## src/rtl/rs232_receiver.sv

```systemverilog
// rs232_receiver
//   UART receiver for LSB-first 8N1 frames (8E1 when RS232_RX_PARITY_EN is
//   defined). The line is double-flopped, the start bit is re-checked at its
//   midpoint, and every following bit is sampled one bit period later.
//   A one-byte holding register with a valid/ready handshake presents the
//   received data.
//
//   Configuration macro: RS232_RX_PARITY_EN
//     defined   -> PARITY state and even-parity check present (11-bit frame)
//     undefined -> no parity bit (10-bit frame), parity_err tied 0
//
//   Ports
//     clk         in   clock, all state updates on posedge
//     rst_n       in   synchronous active-low reset
//     rx          in   asynchronous serial line, idles high
//     data        out  [7:0] received byte, stable while data_valid is high
//     data_valid  out  holding register contains an unconsumed byte
//     data_ready  in   consumer accepts the byte when data_valid is also high
//     busy        out  receiver is anywhere but IDLE
//     frame_err   out  one-cycle pulse: stop bit sampled low
//     overrun     out  one-cycle pulse: finished byte dropped, register full
//     parity_err  out  one-cycle pulse: parity mismatch with a good stop bit
module rs232_receiver #(
    parameter int CLKS_PER_BIT = 16
) (
    input  logic       clk,
    input  logic       rst_n,
    input  logic       rx,
    output logic [7:0] data,
    output logic       data_valid,
    input  logic       data_ready,
    output logic       busy,
    output logic       frame_err,
    output logic       overrun,
    output logic       parity_err
);

    localparam int CW = $clog2(CLKS_PER_BIT);
    localparam logic [CW-1:0] CNT_HALF = CW'(CLKS_PER_BIT / 2 - 1);
    localparam logic [CW-1:0] CNT_FULL = CW'(CLKS_PER_BIT - 1);

    typedef enum logic [2:0] {
        S_IDLE      = 3'd0,
        S_START     = 3'd1,
        S_DATA      = 3'd2,
`ifdef RS232_RX_PARITY_EN
        S_PARITY    = 3'd3,
`endif
        S_STOP      = 3'd4,
        S_WAIT_IDLE = 3'd5
    } state_t;

    logic          rx_meta_q, rx_s_q;
    state_t        state_q, state_d;
    logic [CW-1:0] cnt_q, cnt_d;
    logic [2:0]    idx_q, idx_d;
    logic [7:0]    shift_q, shift_d;
    logic          done_q, done_d;         // good frame finished, hand to holding reg
    logic          frame_err_q, frame_err_d;
    logic          busy_q, busy_d;
    logic [7:0]    data_q, data_d;
    logic          valid_q, valid_d;
    logic          overrun_q, overrun_d;
`ifdef RS232_RX_PARITY_EN
    logic          par_bad_q, par_bad_d;   // parity result carried into STOP
    logic          parity_err_q, parity_err_d;
`endif

    // Receive FSM and bit timing
    always_comb begin
        state_d     = state_q;
        cnt_d       = cnt_q;
        idx_d       = idx_q;
        shift_d     = shift_q;
        done_d      = 1'b0;
        frame_err_d = 1'b0;
`ifdef RS232_RX_PARITY_EN
        par_bad_d    = par_bad_q;
        parity_err_d = 1'b0;
`endif
        case (state_q)
            S_IDLE: begin
                cnt_d = '0;
                if (!rx_s_q) begin
                    state_d = S_START;
                end
            end
            S_START: begin
                if (cnt_q == CNT_HALF) begin
                    cnt_d = '0;
                    idx_d = 3'd0;
                    // A high line at mid start bit is a glitch, not a frame.
                    state_d = rx_s_q ? S_IDLE : S_DATA;
                end else begin
                    cnt_d = cnt_q + CW'(1);
                end
            end
            S_DATA: begin
                if (cnt_q == CNT_FULL) begin
                    cnt_d          = '0;
                    shift_d[idx_q] = rx_s_q;
                    if (idx_q == 3'd7) begin
`ifdef RS232_RX_PARITY_EN
                        state_d = S_PARITY;
`else
                        state_d = S_STOP;
`endif
                    end else begin
                        idx_d = idx_q + 3'd1;
                    end
                end else begin
                    cnt_d = cnt_q + CW'(1);
                end
            end
`ifdef RS232_RX_PARITY_EN
            S_PARITY: begin
                if (cnt_q == CNT_FULL) begin
                    cnt_d     = '0;
                    // Even parity: the parity bit equals the XOR of the data bits.
                    par_bad_d = rx_s_q ^ (^shift_q);
                    state_d   = S_STOP;
                end else begin
                    cnt_d = cnt_q + CW'(1);
                end
            end
`endif
            S_STOP: begin
                if (cnt_q == CNT_FULL) begin
                    cnt_d = '0;
                    if (rx_s_q) begin
                        state_d = S_IDLE;
`ifdef RS232_RX_PARITY_EN
                        if (par_bad_q) begin
                            parity_err_d = 1'b1;
                        end else begin
                            done_d = 1'b1;
                        end
`else
                        done_d = 1'b1;
`endif
                    end else begin
                        // Low stop bit: report once, then wait out a break.
                        frame_err_d = 1'b1;
                        state_d     = S_WAIT_IDLE;
                    end
                end else begin
                    cnt_d = cnt_q + CW'(1);
                end
            end
            S_WAIT_IDLE: begin
                if (rx_s_q) begin
                    state_d = S_IDLE;
                end
            end
            default: begin
                state_d = S_IDLE;
                cnt_d   = '0;
            end
        endcase
        busy_d = (state_d != S_IDLE);
    end

    // Holding register: a completed byte and a transfer in the same cycle
    // refill the register without dropping anything.
    always_comb begin
        data_d    = data_q;
        valid_d   = valid_q;
        overrun_d = 1'b0;
        if (done_q) begin
            if (!valid_q || data_ready) begin
                data_d  = shift_q;
                valid_d = 1'b1;
            end else begin
                overrun_d = 1'b1;
            end
        end else if (valid_q && data_ready) begin
            valid_d = 1'b0;
        end
    end

    always_ff @(posedge clk) begin
        if (!rst_n) begin
            rx_meta_q   <= 1'b1;
            rx_s_q      <= 1'b1;
            state_q     <= S_IDLE;
            cnt_q       <= '0;
            idx_q       <= 3'd0;
            shift_q     <= 8'h00;
            done_q      <= 1'b0;
            frame_err_q <= 1'b0;
            busy_q      <= 1'b0;
            data_q      <= 8'h00;
            valid_q     <= 1'b0;
            overrun_q   <= 1'b0;
`ifdef RS232_RX_PARITY_EN
            par_bad_q    <= 1'b0;
            parity_err_q <= 1'b0;
`endif
        end else begin
            rx_meta_q   <= rx;
            rx_s_q      <= rx_meta_q;
            state_q     <= state_d;
            cnt_q       <= cnt_d;
            idx_q       <= idx_d;
            shift_q     <= shift_d;
            done_q      <= done_d;
            frame_err_q <= frame_err_d;
            busy_q      <= busy_d;
            data_q      <= data_d;
            valid_q     <= valid_d;
            overrun_q   <= overrun_d;
`ifdef RS232_RX_PARITY_EN
            par_bad_q    <= par_bad_d;
            parity_err_q <= parity_err_d;
`endif
        end
    end

    assign data       = data_q;
    assign data_valid = valid_q;
    assign busy       = busy_q;
    assign frame_err  = frame_err_q;
    assign overrun    = overrun_q;
`ifdef RS232_RX_PARITY_EN
    assign parity_err = parity_err_q;
`else
    assign parity_err = 1'b0;
`endif

endmodule

```

## config.mk

```make
export PLATFORM = sky130hd
export DESIGN_NAME = rs232_receiver
export DESIGN_NICKNAME = d
export VERILOG_FILES = /design/src/rtl/rs232_receiver.sv
export SDC_FILE = /design/constraint.sdc
export NUM_CORES = 1
export LEC_CHECK = 0
export ABC_AREA = 1
export CORE_ASPECT_RATIO = 2
export CORE_MARGIN = 8
export CORE_UTILIZATION = 50
export DETAILED_ROUTE_END_ITERATION = 6
export PLACE_DENSITY = 0.76
export SLEW_MARGIN = 20
export SYNTH_ARGS = -nofsm -noshare
export SYNTH_HDL_FRONTEND = slang
export SYNTH_SLANG_ARGS = --single-unit
```

## constraint.sdc

```tcl
create_clock -name clk -period 1.55 [get_ports clk]
set_input_delay 0.2325 -clock clk [delete_from_list [all_inputs] [get_ports clk]]
set_output_delay 0.2325 -clock clk [all_outputs]
set_load 0.005 [all_outputs]
```

# --- After elaboration in Yosys (flattened, before gate mapping) ---
# Cells that the tools add are included.
op_classes:
  muxes: 25
  magnitude_cmp: 2
  n_reduce_logical: 15
  addsub: 2
  n_eq_ne: 11
op_table:
  columns: ["op", "n"]
  rows:
  - ["$mux 3", 10]
  - ["$pmux 3 s5", 1]
  - ["$pmux 4 s3", 1]
  - ["$eq 3x3->1 const B", 3]
  - ["$bwmux 8", 1]
  - ["$mux 4", 2]
  - ["$reduce_and 2->1", 4]
  - ["$mux 1", 7]
  - ["$ne 2x2->1 const B", 3]
  - ["$pmux 3 s2", 1]
  - ["$add 4x1->4 const B", 1]
  - ["$eq 4x3->1 const B", 1]
  - ["$eq 4x4->1 const B", 1]
  - ["$lt 3x4->1 const B", 1]
  - ["$reduce_and 4->1", 1]
  - ["$reduce_bool 2->1", 2]
  - ["$add 3x1->3 const B", 1]
  - ["$demux 1 s3", 1]
  - ["$eq 3x1->1 const B", 1]
  - ["$eq 3x2->1 const B", 1]
  - ["$ge 3x1->1 const B", 1]
  - ["$logic_not 3->1", 1]
  - ["$reduce_and 3->1", 1]
  - ["$reduce_bool 3->1", 1]
  - ["6 further kinds", 7]
totals:
  out_inout_bits: 13
  inputBits: 4
  wordCells: 67
  register_bits: 33

# --- Logic depth before layout (Yosys ltp) ---
depth:
  word_depth: 5
  depth_mapped: 9
  depth_no_buf: 9

# --- Least setup slack after synthesis ---
# Ideal clock, no wire load.
synth_timing:
  kind: "register to register"
  from: "register idx_q[0]"
  to: "register idx_q[0]"
  path_buffers: 0
  stages_incl_launch_ff: 10
  arrival_time_ns: 1.180
  path_slack_ns: 0.257
  setup_time_ns: 0.113
  required_ns: 1.437
  synth_period_minus_slack_ns: 1.293
  path_cell_list: "dfxtp_1 ha_1 ha_1 inv_1 nor2_1 nor2_2 nand2_1 nand2_1 nand2_1 nor2_1"
synth_via:
  elab_chain_len: 4
  word_cells_on_any_way: 7
  classes_between: "1 x add/sub; 2 x eq/ne; 3 x mux; 1 x reduce/logical"
synth_lines:
  columns: ["element", "line", "text"]
  rows:
  - ["start: declaration", "56", "logic [2:0] idx_q, idx_d;"]
  - ["start signal: assignment", "204", "idx_q <= idx_d;"]
  - ["$add 3x1->3", "109", "idx_d = idx_q + 3'd1;"]
  - ["$mux 3", "102", "if (idx_q == 3'd7) begin"]
  - ["$mux 3", "99", "if (cnt_q == CNT_FULL) begin"]
  - ["$pmux 3 s2", "81", "case (state_q)"]
# Several ways; a longest one is shown, not always the timed one. The select of a mux whose other input is x is not followed.
# A chain may end at the register's enable or synchronous reset.

# --- Worst setup path in the final report ---
layout_timing:
  from: "register cnt_q[1]"
  to: "register shift_q[7]"
layout_via:
  elab_chain_len: 2
layout_lines:
  columns: ["element", "line", "text"]
  rows:
  - ["start: declaration", "55", "logic [CW-1:0] cnt_q, cnt_d;"]
  - ["start signal: assignment", "203", "cnt_q <= cnt_d;"]
  - ["$eq 4x4->1", "99", null]
  - ["$reduce_and 2->1 (no line)", null, null]
  - ["end signal: assignment", "205", "shift_q <= shift_d;"]
  - ["end: declaration", "57", "logic [7:0] shift_q, shift_d;"]
# No other way between the ends.

==> metrics.md <==
| Metric | Value |
|---|---|
| Final Slew Violations | 0 |
| Part of the cycle the worst path needs | 0.8914 |
| Slowest-stage cell, CP | dfxtp_1 |
| Clock transition at path regs | 0.07 ns |
| Row cnt | 28 |
| Cell variety after synth | 26 |
| RSZ-0062 raised after global routing | no |
| Nets | 249 |
| Number of buffers created by CTS | 5 |
| Placer Congestion | 0.9199 |
| Initial drt markers | 26 |
| Post-Syn Instances | 220 |
| Synth warn | 0 |
| Global-route wire length before repair | 5.616 mm |
| Number of I/O port buffers | 15 |
| Ant. Diodes | 0 |
| Slowest stage delay, CP | 0.41 ns |
| Number of synthesized register bits | 33 |
| Share of cells above drive strength 1 | 0.1235 |
| Crit path arrival time | 1.61 ns |
| Clk sinks | 33 |
| Leakage | 0.8607 nW |
| Crit path buf inv count | 0 |
| Cell Area, Synth | 1530 µm² |
| Clock root buffer master | clkbuf_8 |
| DRC | 0 |
| Minimum clock period | 1.382 ns |
| Clock latency on the worst-skew pair | 0.28 ns |
| Setup total negative slack | 0 ns |
| Mean Syn Cell Area | 6.956 µm² |
| Syn nets | 227 |
| Type of the most critical hold path | flop to flop |
| Initial antenna violation count | 0 |
| Crit-path max FO | 8 |
| Critical Path RT | 1.78 ns |
| Sequential area share after synthesis | 0.4317 |
| # fillers | 285 |
| Starting Density | 0.5200 |
| Clock Skews | 0.001071 ns |
| CP Launch Type | flop |
| Critical Path End Type | flop |
| Status | complete, no violations |
| Max-cap check violation count | 0 |
| Cells along the critical path | ha_4 -> nand3_4 -> nor2_2 -> nand2_2 -> o21bai_1 -> nand2_1 -> nor2_1 |
| Detail-routed via count per cell | 5.048 |
| I/O Pins | 17 |
| Die height | 94.24 µm |
| Crit Path Category | flop to flop |
| PwrDens | 871.7 nW/µm² |
| H-tree Lvls | 2 |
| Endpoints failing hold | 0 |
| All-Layer GR Usage | 0.1435 |
| CTS tree | done |
| 1st-pass router iterations | 4 |
| Post-Layout Cell Count | 273 |
| Layout overhead on the synthesized area | 19.46% |
| CP delay by family, top | simple AND/OR/NAND/NOR gates |
| DR WL/cell | 12.39 µm |
| Clock buffer depth | 2 |
| Area of the die | 5194 µm² |
| Core Region | 2943 µm² |
| Final ANT Viol Nets | 0 |
| Via count | 1,378 |
| Max Fclk | 723.8 MHz |
| Total gr overflow | 0 |
| Largest net degree at the start of global routing | 24 |
| Post-Place Cells | 265 |
| Post-detail-place hpwl | 2.525 mm |
| Die width | 55.12 µm |
| VDD IR max | 0.0005276 V |
| Vias in the first global route | 1,385 |
| Total wire length | 3.383 mm |
| Final setup fails | 0 |
synthesized netlist by cell type (all sizes together):
library cell,number,share of area
buf,3,0.011
o21bai,2,0.0098
or2,2,0.0082
o21ai,15,0.049
ha,3,0.025
nand3b,1,0.0049
dfxtp,33,0.43
nor4,1,0.0041
clkbuf,1,0.0025
conb,1,0.0025
nand2,43,0.12
a21oi,6,0.020
nand3,17,0.064
inv,28,0.069
nand4,5,0.020
nor2,53,0.14
nor3,6,0.020
area by class of cell:
cell class | count | area [µm²] | area share
Inverter | 28 | 105.1 | 0.05750
Clock buffer | 5 | 68.82 | 0.03765
Multi-Input combinational cell | 155 | 757.0 | 0.4141
Tap cell | 30 | 37.54 | 0.02053
Timing Repair Buffer | 19 | 180.2 | 0.09856
Clock inverter | 3 | 17.52 | 0.009582
Sequential cell | 33 | 661.9 | 0.3621
layer usage:
metal | GRT usage | vias to the layer above | routed length [µm]
met1 | 0.1196 | 610 | 1221
met3 | 0.03810 | 10 | 111
met4 | 0.09073 | 0 | 117
met5 | 0 | - | 0
li1 | - | 735 | -
met2 | 0.2660 | 23 | 1932
repair_timing:
action                                  4_1_cts  5_1_grt
setup buffers                                 0        0
hold buffers                                  0        0
gates resized for setup                       0        3
endpoints found under the setup margin        0        7
placed cells by master (no fill, tap or decap), types with 5 or more instances in the layout:
cell,count
a21oi_1,6
clkbuf_8,5
clkdlybuf4s50_1,15
dfxtp_1,32
inv_1,24
nand2_1,39
nand3_1,16
nand4_1,5
nor2_1,48
nor3_1,6
o21ai_0,14
report_power, final:
part           total, mW  internal (mW)  switching [mW]
combinational     0.0925         0.0373          0.0552
sequential         0.873          0.860          0.0131
clock              0.628          0.309           0.319
total               1.59           1.21           0.387
state kept, by name, indices dropped and copies added (netlist names), 3 cells and up:
signal and cells:
idx_q 3, state_q 3, data 8, shift_q 8, cnt_q 4
kinds of logic after synthesis:
kind of cell | count (synthesis) | share of synthesized area
and+or+nand+nor | 128 | 0.3810
DFF | 33 | 0.4317
buffers and inverters | 32 | 0.08176
AOI/OAI and AO/OA | 23 | 0.07849
adders and majority gates | 3 | 0.02453
other | 1 | 0.002451
through the flow:
step / hold WS [ns] / power, mW / util / worst slack (ns) / area [µm²]
finish: 0.4215 / 1.594 / 0.6212 / 0.1684 / 1828
global route: 0.4361 / 1.661 / 0.6212 / 0.04696 / 1828
CTS: 0.4286 / 1.608 / 0.6165 / 0.08742 / 1814
floorplan: 0.3391 / 0.9494 / - / 0.2570 / 1530
detailed placement: 0.4096 / 0.9817 / 0.5872 / 0.09632 / 1728
global placement: 0.4046 / 0.9817 / 0.5872 / 0.1341 / 1728
worst paths after layout:
check / cells past startpoint / from / slack, ns / endpoint
hold / removal: 1 / rx_meta_q$_SDFF_PN1_ / 0.42 / rx_s_q$_SDFF_PN1_
hold reg to reg: 1 / rx_meta_q$_SDFF_PN1_ / 0.42 / rx_s_q$_SDFF_PN1_
setup reg to reg: 7 / cnt_q[1]$_SDFFE_PN0P_ / 0.17 / shift_q[7]$_SDFFE_PN0P_
setup / recovery: 7 / cnt_q[1]$_SDFFE_PN0P_ / 0.17 / shift_q[7]$_SDFFE_PN0P_
worst reg2reg max path: stages, from the launching register on:
cell	delay [ns]
dfxtp_1	0.41
ha_4	0.19
nand3_4	0.13
nor2_2	0.19
nand2_2	0.12
o21bai_1	0.14
nand2_1	0.07
nor2_1	0.08
(Power assumes the default switching activity.)
